### config.mk
export PLATFORM = sky130hd
export DESIGN_NAME = bit_serial_adder
export DESIGN_NICKNAME = d
export VERILOG_FILES = /design/src/rtl/bit_serial_adder.sv
export SDC_FILE = /design/constraint.sdc
export NUM_CORES = 1
export LEC_CHECK = 0
export BUFFER_PORTS_ARGS = -buffer_cell sky130_fd_sc_hd__buf_4
export CAP_MARGIN = 0
export CORE_ASPECT_RATIO = 0.5
export CORE_MARGIN = 1.5
export CORE_UTILIZATION = 30
export DETAILED_ROUTE_END_ITERATION = 10
export GPL_TIMING_DRIVEN = 0
export MAX_ROUTING_LAYER = met4
export PLACE_DENSITY = 0.49
export SYNTH_ARGS = -nofsm -noshare
export SYNTH_HDL_FRONTEND = slang
export SYNTH_SLANG_ARGS = --single-unit
### constraint.sdc
create_clock -name clk_i -period 3.7 [get_ports clk_i]
set_input_delay 0.185 -clock clk_i [delete_from_list [all_inputs] [get_ports clk_i]]
set_output_delay 0.185 -clock clk_i [all_outputs]
set_load 0.01 [all_outputs]
### src/rtl/bit_serial_adder.sv
// Bit-serial WIDTH-bit adder: one full-adder cell plus a registered carry, LSB first.
// Optional signed-overflow output ovf_o is present when OVERFLOW_FLAG_EN is defined.
//
//  state  | meaning
//  IDLE   | waiting for operands, in_ready_o=1
//  RUN    | one bit pair per clock through the cell
//  DONE   | result held, out_valid_o=1 until accepted
module bit_serial_adder #(
  parameter int WIDTH = 8
) (
  input  logic             clk_i,
  input  logic             rst_i,
  input  logic             in_valid_i,
  output logic             in_ready_o,
  input  logic [WIDTH-1:0] a_i,
  input  logic [WIDTH-1:0] b_i,
  input  logic             cin_i,
  output logic             out_valid_o,
  input  logic             out_ready_i,
  output logic [WIDTH-1:0] sum_o,
  output logic             cout_o,
  output logic             busy_o
`ifdef OVERFLOW_FLAG_EN
  ,
  output logic             ovf_o
`endif
);

  localparam int CW = (WIDTH > 1) ? $clog2(WIDTH) : 1;
  localparam logic [CW-1:0] CNT_LAST = CW'(WIDTH - 1);

  typedef enum logic [1:0] {
    S_IDLE,
    S_RUN,
    S_DONE
  } state_t;

  state_t           state_q, state_d;
  logic [WIDTH-1:0] a_sh_q, a_sh_d;
  logic [WIDTH-1:0] b_sh_q, b_sh_d;
  logic [WIDTH-1:0] sum_q, sum_d;
  logic             carry_q, carry_d;
  logic             cout_q, cout_d;
  logic [CW-1:0]    cnt_q, cnt_d;
  logic             cell_sum, cell_cout;
`ifdef OVERFLOW_FLAG_EN
  logic             ovf_q, ovf_d;
`endif

  assign cell_sum  = a_sh_q[0] ^ b_sh_q[0] ^ carry_q;
  assign cell_cout = (a_sh_q[0] & b_sh_q[0]) | (a_sh_q[0] & carry_q) | (b_sh_q[0] & carry_q);

  always_ff @(posedge clk_i) begin
    if (rst_i) begin
      state_q <= S_IDLE;
      a_sh_q  <= '0;
      b_sh_q  <= '0;
      sum_q   <= '0;
      carry_q <= 1'b0;
      cout_q  <= 1'b0;
      cnt_q   <= '0;
`ifdef OVERFLOW_FLAG_EN
      ovf_q   <= 1'b0;
`endif
    end else begin
      state_q <= state_d;
      a_sh_q  <= a_sh_d;
      b_sh_q  <= b_sh_d;
      sum_q   <= sum_d;
      carry_q <= carry_d;
      cout_q  <= cout_d;
      cnt_q   <= cnt_d;
`ifdef OVERFLOW_FLAG_EN
      ovf_q   <= ovf_d;
`endif
    end
  end

  always_comb begin
    state_d = state_q;
    a_sh_d  = a_sh_q;
    b_sh_d  = b_sh_q;
    sum_d   = sum_q;
    carry_d = carry_q;
    cout_d  = cout_q;
    cnt_d   = cnt_q;
`ifdef OVERFLOW_FLAG_EN
    ovf_d   = ovf_q;
`endif
    case (state_q)
      S_IDLE: begin
        if (in_valid_i) begin
          a_sh_d  = a_i;
          b_sh_d  = b_i;
          carry_d = cin_i;
          cnt_d   = '0;
          sum_d   = '0;
          state_d = S_RUN;
        end
      end
      S_RUN: begin
        carry_d = cell_cout;
        sum_d   = {cell_sum, sum_q[WIDTH-1:1]};
        a_sh_d  = {1'b0, a_sh_q[WIDTH-1:1]};
        b_sh_d  = {1'b0, b_sh_q[WIDTH-1:1]};
        cnt_d   = cnt_q + CW'(1);
        if (cnt_q == CNT_LAST) begin
          cout_d  = cell_cout;
`ifdef OVERFLOW_FLAG_EN
          // carry_q is the carry into the MSB on the final bit
          ovf_d   = carry_q ^ cell_cout;
`endif
          state_d = S_DONE;
        end
      end
      S_DONE: begin
        if (out_ready_i) state_d = S_IDLE;
      end
      default: state_d = S_IDLE;
    endcase
  end

  assign in_ready_o  = (state_q == S_IDLE);
  assign out_valid_o = (state_q == S_DONE);
  assign busy_o      = (state_q != S_IDLE);
  assign sum_o       = sum_q;
  assign cout_o      = cout_q;
`ifdef OVERFLOW_FLAG_EN
  assign ovf_o       = ovf_q;
`endif

endmodule

Word level (Yosys, flattened, before mapping)
Index checks and enable logic that the tools add are counted.
{"block": "word_totals", "reg_bits": 31, "output_inout_bits": 12, "input_bits": 21}
{"block": "classes", "n_bitwise": 7, "n_addsub": 1, "mux": 14, "eq_ne": 6, "n_reduce_logical": 6}
{"op": "$pmux 8 s2", "n": 3}
{"op": "$mux 8", "n": 3}
{"op": "$mux 2", "n": 3}
{"op": "$pmux 2 s3", "n": 1}
{"op": "$pmux 3 s2", "n": 1}
{"op": "$ne 2x2->1 const B", "n": 2}
{"op": "$reduce_and 2->1", "n": 2}
{"op": "$reduce_bool 2->1", "n": 2}
{"op": "$add 3x1->3 const B", "n": 1}
{"op": "$and 1x1->1", "n": 3}
{"op": "$eq 3x3->1 const B", "n": 1}
{"op": "$mux 3", "n": 1}
{"op": "$reduce_and 3->1", "n": 1}
{"op": "$eq 2x1->1 const B", "n": 1}
{"op": "$eq 2x2->1 const B", "n": 1}
{"op": "$logic_not 2->1", "n": 1}
{"op": "$ne 2x1->1 const B", "n": 1}
{"op": "$or 1x1->1", "n": 2}
{"op": "$pmux 1 s2", "n": 1}
{"op": "$xor 1x1->1", "n": 2}
{"op": "$mux 1", "n": 1}

Logic depth before layout (Yosys ltp)
Gate-level depths: netlist of the first run.
{"block": "depth", "word_depth": 4, "mapped_depth": 6}

Worst setup path after synthesis of the first run
No wires, ideal clock.
{"block": "synth_timing", "path_type": "reg-to-reg", "startpoint": "register a_sh_q[0]", "endpoint": "register sum_q[7], in the netlist sum_o[7]", "stages_incl_launch_ff": 6, "path_buffers": 0, "slack_ps": 2472, "required_time_ps": 3572, "arrival_time_ps": 1100, "cell_sequence": "dfxtp_1 -> inv_1 -> fa_1 -> inv_1 -> a22oi_1 -> nor2_1"}
{"block": "synth_between", "elab_chain_cells": 3}
{"element": "start, declared", "line_no": "39", "source": "logic [WIDTH-1:0] a_sh_q, a_sh_d;"}
{"element": "start signal, assigned", "line_no": "67", "source": "a_sh_q <= a_sh_d;"}
{"element": "$xor 1x1->1 (2 in a row)", "line_no": "50", "source": "assign cell_sum = a_sh_q[0] ^ b_sh_q[0] ^ carry_q;"}
{"element": "$pmux 8 s2", "line_no": "90", "source": "case (state_q)"}
{"element": "end signal, assigned", "line_no": "69", "source": "sum_q <= sum_d;"}
{"element": "end, declared", "line_no": "41", "source": "logic [WIDTH-1:0] sum_q, sum_d;"}
No other way between the ends.
A chain may end at the register's enable or synchronous reset.

Final worst setup path of the first run
Ends and elaborated chain as after synthesis.

==> metrics.md, run 1 <==
| Metric | Value |
|---|---|
| Max Transition Viols Final | `0` |
| TritonCTS Buffers | `5` |
| Maxcap violations | `0` |
| Dpl cells | `between 200 and 300` |
| Synth top area share | `42.0%` |
| Tcrit/Tclk final | `a little over a third` |
| Setup Buffers After CTS | `0` |
| Count of flip-flops with a built-in enable after synthesis | `0` |
| Vias post-DR | `1,180` |
| Clock root cell | `clkbuf_8` |
| Async S/R FF share, synth | `0%` |
| Leak | `0.000799 uW` |
| Initial Utilization | `32.4%` |
| Internal power | `551 uW` |
| PD cells | `between 300 and 400 nW/um^2` |
| # rows | `17` |
| Final ANT Viol Nets | `0` |
| Relative slew slack | `between 60% and 70%` |
| Leading area contributor after synthesis | `dfxtp_1` |
| Worst Hold Launch | `b_i[0]` |
| CTS Sinks | `31` |
| Post-Synth XOR/XNOR Area | `0%` |
| Crit path arrival time | `roughly 1500 ps` |
| CTS tree | `built` |
| Logic pwr share | `16.7%` |
| Synth Register Bits | `31` |
| Critical Path RT | `3850 ps` |
| Pre-antenna DRT Iters | `4` |
| N_diodes | `0` |
| FILL cells | `around 490` |
| VDD IR-drop max | `0.190 mV` |
| Multiplexer share of the synthesized area | `under 10%` |
| Synth warn | `0` |
| Clk slew on worst S/H paths | `70 ps` |
| DP HPWL | `roughly 2300 um` |
| Worst hold path cell count | `2` |
| Switching share of power | `25.9%` |
| Syn Nets | `around 190` |
| Vias/cell | `4.42` |
| Grt total ovfl | `0` |
| Part of the power in registers | `between 40% and 50%` |
| Area taken by flip-flops and latches | `between 600 and 700 sq um` |
| Crit path kind | `flip-flop to flip-flop` |
| Top cells by area, synth | `dfxtp_1 (42%), a2bb2oi_2 (9.2%), nor2_1 (6.1%)` |
| Nets | `~220` |
| NetSw | `between 150 and 200 uW` |
| First-pass GRT wire length | `5290 um` |
| Initial antenna violation count | `0` |
| DRC | `0` |
| Final Hold Viols | `0` |
| Worst-skew pair later-pin latency | `approximately 270 ps` |
| Top_reg_cell synth | `dfxtp_1` |
| Share of cells above drive strength 1 | `between 20% and 30%` |
| Worst Max-Slew Pin Slew | `~500 ps` |
| Setup TNS Final | `0 ps` |
| Final setup vio count | `0` |
| Register area share after synthesis | `approximately 42%` |
| Minimum clock period | `~1400 ps` |
| Die W | `102 um` |
| Worst-path fanout max | `2` |
| I/O pin cnt | `33` |
| Status | `finished clean` |
| Area growth from synthesis to layout | `27.4%` |
| Syn Area/Cell | `around 9.2 sq um` |
| Die area | `5380 sq um` |
| Depth of the CTS H-tree | `2` |
| PortBufs | `32` |
| WL/cell | `approximately 12 um` |
| Syn Std Cell Area | `1480 sq um` |
| PostCTS Resize Cnt | `0` |
| Synth Instances | `~160` |
| Max Root-Sink Buffers | `2` |
| Die H | `between 50 and 60 um` |
| Number of global-route vias before repair | `about 1,100` |
| Worst setup EP type | `flip-flop` |
| Largest family of logic cells by synthesized area | `compound AO/OA/AOI/OAI gates` |
| Clk_skew | `between 7 and 8 ps` |
| CTS Hold Bufs | `0` |
| WHS Endpoint | `b_sh_q[0]` |
| Simple-gate share of the synthesized area | `between 10% and 20%` |
| Count of different cell masters after synthesis | `26` |
| RSZ-0062 raised after global routing | `false` |
| Synth Area in Adders | `3.05%` |
| Non-filler cells, final | `267` |
| HP Class | `primary input to flip-flop` |
| Reg2reg setup slack | `between 2000 and 2500 ps` |
| Footprint of the multi-input gates | `between 700 and 800 sq um` |
| Fraction of the mapped netlist area in compound gates | `~27%` |
| Largest net degree at the start of global routing | `11` |
| Total wire length | `3270 um` |
| Achievable Freq | `around 0.74 GHz` |
| CP Launch Type | `flip-flop` |
| Core area | `4550 sq um` |
| Initial drt markers | `59` |
| RR Startpoint | `a_sh_q[0]` |
| Worst r2r dst | `sum_o[7]` |
| Clk pwr share | `33.9%` |
| Total Routing Usage GR | `between 10% and 20%` |
| Final Wtd Congestion | `0.718` |
| R2R depth | `5` |
## cell usage after synthesis (3+ instances only)
cell type,n
nand2b_1,9
clkbuf_1,4
buf_2,5
nor2_1,24
a22oi_1,11
a2bb2oi_2,9
inv_1,13
mux2i_1,3
a21oi_1,17
dfxtp_1,31
nor2b_1,12
o221a_1,4
## flip-flops by register name (all words and copies together) (netlist names)
| register | count |
|---|---|
| sum_o | 8 |
| state_q | 2 |
| carry_q | 1 |
| cnt_q | 3 |
| b_sh_q | 8 |
| cout_o | 1 |
| a_sh_q | 8 |
## worst max-delay path by stage
stage	start	slack [ps]	end
3_5_place_dp	a_sh_q[0]	2340	sum_o[7]
4_1_cts	a_sh_q[0]	2320	sum_o[7]
2_1_floorplan	a_sh_q[0]	2470	sum_o[7]
3_3_place_gp	a_sh_q[0]	2360	sum_o[7]
5_1_grt	a_sh_q[0]	2220	sum_o[7]
6_report	a_sh_q[0]	2350	sum_o[7]
## worst max-delay path: stages (launching register included)
cell     delay, ps
dfxtp_1        340
inv_1           60
fa_1           560
inv_1           50
a22oi_1        160
nor2_1          50
## cell type report
type / count / area share (%)
clock buffers: 7 / 4.06
plain buffers: 13 / 4.13
clock inverters: 1 / 0.266
repair buffers: 32 / 12.8
multi-input cells: 104 / 38.8
inverters: 13 / 2.59
flip-flops and latches: 31 / 33.0
well taps: 66 / 4.39
## layout by cell type (no fill, tap or decap), drive strengths merged
| master | count |
|---|---|
| a311oi | 1 |
| o21bai | 1 |
| nor2 | 24 |
| a22oi | 11 |
| ha | 2 |
| o221a | 5 |
| dfxtp | 31 |
| or3 | 1 |
| a211oi | 1 |
| fa | 1 |
| inv | 13 |
| a2bb2oi | 9 |
| nand2 | 1 |
| mux2i | 3 |
| o21ai | 2 |
| clkinv | 1 |
| clkbuf | 11 |
| nor2b | 12 |
| a21oi | 17 |
| buf | 41 |
| o21ba | 1 |
| nand2b | 9 |
| nand3b | 2 |
| nor3 | 1 |
## stage by stage
step	setup WS [ps]	total power, uW	util (%)	cell area [sq um]	hold slack, ps
6_report	2350	744	41.3	1880	165
4_1_cts	2320	755	41.3	1880	158
5_1_grt	2220	787	41.3	1880	158
2_1_floorplan	2470	456	-	1480	345
3_3_place_gp	2360	498	39.5	1800	444
3_5_place_dp	2340	500	39.5	1800	450
## layer usage
layer / vias to the layer above / GRT usage [%] / share of wire, %
met3: 2 / 4.40 / 3.7
met5: - / - / 0
met4: 0 / 3.42 / 0.37
met2: 21 / 20.3 / 44
met1: 530 / 18.1 / 52
li1: 627 / - / -
## cells by family after synthesis
group                      after synthesis
AOI/OAI and AO/OA                       48
adders and majority gates                3
DFF                                     31
muxes                                    3
buffers and inverters                   26
and+or+nand+nor                         50
## power groups by stage
stage	sequential, uW	combinational (uW)	clock [uW]
after floorplan	372	84.6	0
after global routing	369	141	277
final	367	124	252
after detailed placement	375	126	0
after CTS	367	126	261
after global placement	374	124	0
Note: power is estimated with default switching activity, not from simulation.
==> inputs of run 2 (changes only) <==
- PLACE_DENSITY: 0.49 -> 0.51
- clock period: 3.7 -> 1.2 ns (I/O delays scaled with it)
==> run 2 against run 1 <==
The flow now finishes with violations (negative setup slack). Sequential share of layout area shrank 1.4 points. Sequential cell count unchanged. Via count rose by 6.1%. Fmax is 4.5% higher. Worst setup slack worse by 2400 ps. Cell count grew 0.75%. First-iteration DRC count down 37%. Die area stayed put. Clock-buffer cell count is 1 lower. Largest cell class unchanged.
==> metrics.md, run 2 (synthesis gave the netlist of run 1 again) <==
| Metric | Value |
|---|---|
| Status | `finished with violations (was finished clean)` |
| Violated checks | `negative setup slack` |
| Depth of the CTS H-tree | `2 (unchanged)` |
| Area growth from synthesis to layout | `34.9% (was 27.4%)` |
| Worst r2r dst | `sum_o[7] (unchanged)` |
| Die W | `102 um (unchanged)` |
| Total Routing Usage GR | `14.9% (was 13.7%)` |
| Crit path top cell by count | `inv_2 (was inv_1)` |
| Core area | `4550 sq um (unchanged)` |
| Initial Utilization | `32.4% (unchanged)` |
| Commonest non-fill, non-tap cell in the layout | `buf_4 (unchanged)` |
| Setup TNS Final | `-153 ps (was 0 ps)` |
| Worst Path Buf+Inv | `2 (unchanged)` |
| Slowest CP cell | `fa_2 (was fa_1)` |
| Clk_skew | `2.02 ps (was 7.54 ps)` |
| Max stage delay on crit path | `570 ps (was 560 ps)` |
| Clock root cell | `clkbuf_8 (unchanged)` |
| Initial antenna violation count | `0 (unchanged)` |
| N_diodes | `0 (unchanged)` |
| RR Startpoint | `carry_q (was a_sh_q[0])` |
| Crit path arrival time | `1450 ps (was 1510 ps)` |
| Worst Hold Launch | `b_i[0] (unchanged)` |
| Design area | `1990 sq um (was 1880 sq um)` |
| Final ANT Viol Nets | `0 (unchanged)` |
| DP HPWL | `2280 um (was 2320 um)` |
| Clk slew on worst S/H paths | `70 ps (about the same)` |
| I/O pin cnt | `33 (unchanged)` |
| Maxcap violations | `0 (unchanged)` |
| Reg2reg setup slack | `-90 ps (was 2350 ps)` |
| Die area | `5380 sq um (unchanged)` |
| Grt total ovfl | `0 (unchanged)` |
| Tcrit/Tclk final | `108% (was 36.6%)` |
| CP Launch Type | `flip-flop (unchanged)` |
| Initial drt markers | `37 (was 59)` |
| First-pass GRT wire length | `5620 um (was 5290 um)` |
| Number of global-route vias before repair | `1,164 (was 1,073)` |
| Footprint of the multi-input gates | `771 sq um (was 729 sq um)` |
| HP Class | `primary input to flip-flop (unchanged)` |
| Vias post-DR | `1,252 (was 1,180)` |
| Largest net degree at the start of global routing | `11 (unchanged)` |
| Die H | `52.6 um (unchanged)` |
| # rows | `17 (unchanged)` |
| WL/cell | `13.0 um (was 12.2 um)` |
| Worst hold path cell count | `2 (unchanged)` |
| R2R depth | `5 (unchanged)` |
| PD cells | `1320 nW/um^2 (was 395 nW/um^2)` |
| Placed cell areas | `1800 sq um (about the same)` |
| Area taken by flip-flops and latches | `629 sq um (was 621 sq um)` |
| VDD IR-drop max | `0.497 mV (was 0.190 mV)` |
| Minimum clock period | `1290 ps (was 1350 ps)` |
| Crit-path leading delay family | `adder cells (unchanged)` |
| Worst-skew pair later-pin latency | `280 ps (was 270 ps)` |
| FILL cells | `496 (was 492)` |
| Leak | `0.000830 uW (was 0.000799 uW)` |
| Final Core Density | `43.8% (was 41.3%)` |
| CTS tree | `built (unchanged)` |
| Achievable Freq | `0.773 GHz (was 0.739 GHz)` |
| PortBufs | `32 (unchanged)` |
| Max Transition Viols Final | `0 (unchanged)` |
| Nets | `226 (was 224)` |
| DRC | `0 (unchanged)` |
| Total power | `2630 uW (was 744 uW)` |
| Vias/cell | `4.65 (was 4.42)` |
| Relative slew slack | `66.7% (was 66.9%)` |
| Total wire length | `3500 um (was 3270 um)` |
| Critical Path RT | `1360 ps (was 3850 ps)` |
| Final Hold Viols | `0 (unchanged)` |
| DP Worst Slack | `-128 ps (was 2340 ps)` |
| Final setup vio count | `3 (was 0)` |
| WHS Endpoint | `b_sh_q[0] (unchanged)` |
| Max Root-Sink Buffers | `2 (unchanged)` |
| Setup ws final | `-94.2 ps (was 2350 ps)` |
| Worst Max-Slew Pin Slew | `500 ps (was 497 ps)` |
| Share of cells above drive strength 1 | `39.9% (was 28.9%)` |
| TritonCTS Buffers | `5 (unchanged)` |
| Final Wtd Congestion | `0.696 (was 0.718)` |
| Worst setup EP type | `flip-flop (unchanged)` |
| RSZ-0062 raised after global routing | `true (was false)` |
| CTS Sinks | `31 (unchanged)` |
| CTS Hold Bufs | `0 (unchanged)` |
| Pre-antenna DRT Iters | `4 (unchanged)` |
| Crit path kind | `flip-flop to flip-flop (unchanged)` |
| Worst path cell trace | `inv_2, fa_2, inv_2, a22oi_2, nor2_1 (was inv_1, fa_1, inv_1, a22oi_1, nor2_1)` |
| Worst-path fanout max | `2 (unchanged)` |
| Most frequent cells in the layout | `buf_4 (34), dfxtp_1 (26), nor2_1 (23) (was buf_4 (34), dfxtp_1 (31), nor2_1 (24))` |
-- run 2: changes by cell type in the layout (fill, tap and decap cells not counted), sizes merged --
cell    change
clkbuf      +1
bufinv      +1
-- run 2: routing by layer --
layer  global-route usage, %  vias to the layer above  wire length, um
met1                    18.1                      589             1680
met2                    22.6                       28             1610
li1                        -                      633                -
met4                    8.22                        0               37
met5                       -                        -                0
met3                    4.40                        2              179
-- run 2: per-stage QoR --
step	std cells	hold WS (ps)
after floorplan	161	220
after global placement	259	319
after detailed placement	259	325
after CTS	267	22.1
after global routing	269	19.9
final	269	32.5
-- run 2: layout make-up --
type	count	area share, %
Sequential cell	31	31.6
Clock buffer	6	4.15
Multi-Input combinational cell	104	38.7
Tap cell	66	4.15
Inverter	13	2.45
Buffer	11	3.58
Clock inverter	2	1.76
Timing Repair Buffer	36	13.6
-- run 2: worst reg2reg max path, stage by stage, from the launching register on --
cell and delay (ps):
dfxtp_2 330, inv_2 40, fa_2 570, inv_2 40, a22oi_2 140, nor2_1 50
-- run 2: repair_timing --
item,CTS,global route
buffers inserted,0,2
setup endpoints to repair,18,15
gates cloned,2,0
pin swaps,3,3
resized for setup,9,15
-- run 2: worst max path at each step --
stage          slack (ps)  depth (start not counted)       end      start
5_1_grt              -150                          5  sum_o[7]    carry_q
3_5_place_dp         -130                          5  sum_o[7]    carry_q
3_3_place_gp         -130                          5  sum_o[7]    carry_q
4_1_cts              -120                          5  sum_o[7]  a_sh_q[0]
2_1_floorplan         -30                          5  sum_o[7]    carry_q
6_report              -90                          5  sum_o[7]    carry_q
-- run 2: power by group --
part	switching, uW	leakage [uW]	internal (uW)
sequential	38.3	0.000257	1100
combinational	202	0.000512	222
clock	403	0.0000612	671
total	644	0.000830	1990
==> inputs of run 3 (changes only) <==
- ABC_CLOCK_PERIOD_IN_PS: default -> 1200
- CORE_UTILIZATION: 30 -> 47
- PLACE_DENSITY: 0.51 -> 0.74
==> run 3 against run 2 <==
The run still ends with negative setup slack left. Power decreased by 11%. Cell count down 9.7%. Sequential share of layout area is 1.3 points higher. Largest cell class unchanged. Register-to-register slack hardly changed. Largest power group unchanged. Die area is 35% lower.
==> metrics.md, run 3 (synthesis gave the netlist of run 1 again) <==
| Metric | Value |
|---|---|
| CP Launch Type | `flip-flop (unchanged)` |
| Status | `finished with violations (unchanged)` |
| Minimum clock period | `1310 ps (was 1290 ps)` |
| Die W | `82.3 um (was 102 um)` |
| CP Launch Point | `a_sh_q[0] (was carry_q)` |
| Achievable Freq | `0.764 GHz (was 0.773 GHz)` |
| Final setup vio count | `2 (was 3)` |
| Depth of the CTS H-tree | `2 (unchanged)` |
| Core area | `3000 sq um (was 4550 sq um)` |
| PD cells | `1230 nW/um^2 (was 1320 nW/um^2)` |
| CTS Sinks | `31 (unchanged)` |
| Initial Utilization | `49.3% (was 32.4%)` |
| Largest net degree at the start of global routing | `11 (unchanged)` |
| Initial antenna violation count | `0 (unchanged)` |
| Clock root cell | `clkbuf_8 (unchanged)` |
| Number of global-route vias before repair | `1,118 (was 1,164)` |
| Setup ws final | `-109 ps (was -94.2 ps)` |
| Final Hold Viols | `0 (unchanged)` |
| PortBufs | `32 (unchanged)` |
| Clk_skew | `7.01 ps (was 2.02 ps)` |
| Crit path kind | `flip-flop to flip-flop (unchanged)` |
| Pre-antenna DRT Iters | `5 (was 4)` |
| Clk pwr share | `34.2% (was 40.8%)` |
| Final Core Density | `63.5% (was 43.8%)` |
| I/O pin cnt | `33 (unchanged)` |
| Final Wtd Congestion | `0.726 (was 0.696)` |
| Vias/cell | `5.13 (was 4.65)` |
| N_diodes | `0 (unchanged)` |
| Tcrit/Tclk final | `109% (was 108%)` |
| Setup TNS Final | `-116 ps (was -153 ps)` |
| Total Routing Usage GR | `18.6% (was 14.9%)` |
| Leak | `0.000805 uW (was 0.000830 uW)` |
| Grt total ovfl | `0 (unchanged)` |
| DRC | `0 (unchanged)` |
| CTS tree | `built (unchanged)` |
| Max Transition Viols Final | `0 (unchanged)` |
| First-pass GRT wire length | `4810 um (was 5620 um)` |
| HP Class | `primary input to flip-flop (unchanged)` |
| Worst-path fanout max | `2 (unchanged)` |
| Die area | `3510 sq um (was 5380 sq um)` |
| Clk slew on worst S/H paths | `70 ps (about the same)` |
| Initial drt markers | `47 (was 37)` |
| Crit path arrival time | `1470 ps (was 1450 ps)` |
| Worst-skew pair later-pin latency | `280 ps (about the same)` |
| # rows | `14 (was 17)` |
| Final ANT Viol Nets | `0 (unchanged)` |
| Logic pwr share | `17.4% (was 16.1%)` |
| Worst setup EP type | `flip-flop (unchanged)` |
| DP HPWL | `2080 um (was 2280 um)` |
| Internal power | `1720 uW (was 1990 uW)` |
| Die H | `42.6 um (was 52.6 um)` |
| Share of cells above drive strength 1 | `37.9% (was 39.9%)` |
| Area growth from synthesis to layout | `28.9% (was 34.9%)` |
| FILL cells | `262 (was 496)` |
| Vias post-DR | `1,246 (was 1,252)` |
| Most frequent cells in the layout | `buf_4 (33), dfxtp_1 (26), nor2_1 (22) (was buf_4 (34), dfxtp_1 (26), nor2_1 (23))` |
| WL/cell | `13.0 um (about the same)` |
| Part of the power in registers | `48.5% (was 43.1%)` |
| Violated checks | `negative setup slack (unchanged)` |
| Max Root-Sink Buffers | `2 (unchanged)` |
| Nets | `226 (unchanged)` |
| Commonest non-fill, non-tap cell in the layout | `buf_4 (unchanged)` |
| Total wire length | `3150 um (was 3500 um)` |
| CTS Hold Bufs | `0 (unchanged)` |
| NetSw | `626 uW (was 644 uW)` |
| RSZ-0062 raised after global routing | `true (unchanged)` |
| TritonCTS Buffers | `5 (unchanged)` |
| Maxcap violations | `0 (unchanged)` |
| Relative slew slack | `69.6% (was 66.7%)` |
| Worst Hold Launch | `b_i[2] (was b_i[0])` |
| Switching share of power | `26.7% (was 24.4%)` |
| Worst Max-Slew Pin Slew | `455 ps (was 500 ps)` |
| Critical Path RT | `1360 ps (about the same)` |
| VDD IR-drop max | `0.618 mV (was 0.497 mV)` |
| RR Startpoint | `a_sh_q[0] (was carry_q)` |
[run 3: metal layers]
metal | up-vias | global-route usage [%] | part of all wire, %
li1 | 631 | - | -
met1 | 580 | 22.9 | 47
met2 | 33 | 30.1 | 47
met3 | 2 | 5.87 | 5.1
met4 | 0 | 4.07 | 0.60
met5 | - | - | 0
[run 3: layout make-up]
type	instances	area [sq um]	share of cell area (%)
Buffer	11	71.3	3.75
Clock buffer	6	72.6	3.81
Clock inverter	2	12.5	0.657
Inverter	13	48.8	2.56
Multi-Input combinational cell	105	763	40.1
Sequential cell	31	627	32.9
Tap cell	40	50.0	2.63
Timing Repair Buffer	35	258	13.5
[run 3: worst max-delay path, stage by stage (launching register included)]
cell	delay (ps)
dfxtp_2	330
inv_2	40
fa_2	570
inv_2	40
a22oi_1	150
nor2_1	50
[run 3: through the flow]
stage          setup slack, ps  cells  area (sq um)  power, uW  hold slack, ps
5_1_grt                   -165    243          1900       2440            40.4
4_1_cts                   -110    239          1860       2330            37.4
3_5_place_dp             -97.2    233          1770       1530             326
3_3_place_gp              -110    233          1770       1530             319
6_report                  -109    243          1900       2340            35.1
2_1_floorplan            -26.5    161          1480       1410             220
[run 3: worst paths after layout]
path / endpoint / slack (ps) / cells after the start
max: sum_o[7] / -110 / 5
min: b_sh_q[2] / 40 / 2
max reg2reg: sum_o[7] / -110 / 5
min reg2reg: b_sh_q[7] / 480 / 2
[run 3: power groups by stage]
stage          clock network, uW  logic, uW  registers, uW
4_1_cts                      808        385           1130
6_report                     800        407           1130
3_5_place_dp                   0        380           1150
3_3_place_gp                   0        373           1150
5_1_grt                      850        446           1140
2_1_floorplan                  0        261           1150
[run 3: repair_timing]
item / CTS / global route
pin swaps: 3 / 1
resized for setup: 5 / 10
setup endpoints to repair: 14 / 24
gates cloned: 0 / 3
setup buffers: 0 / 1
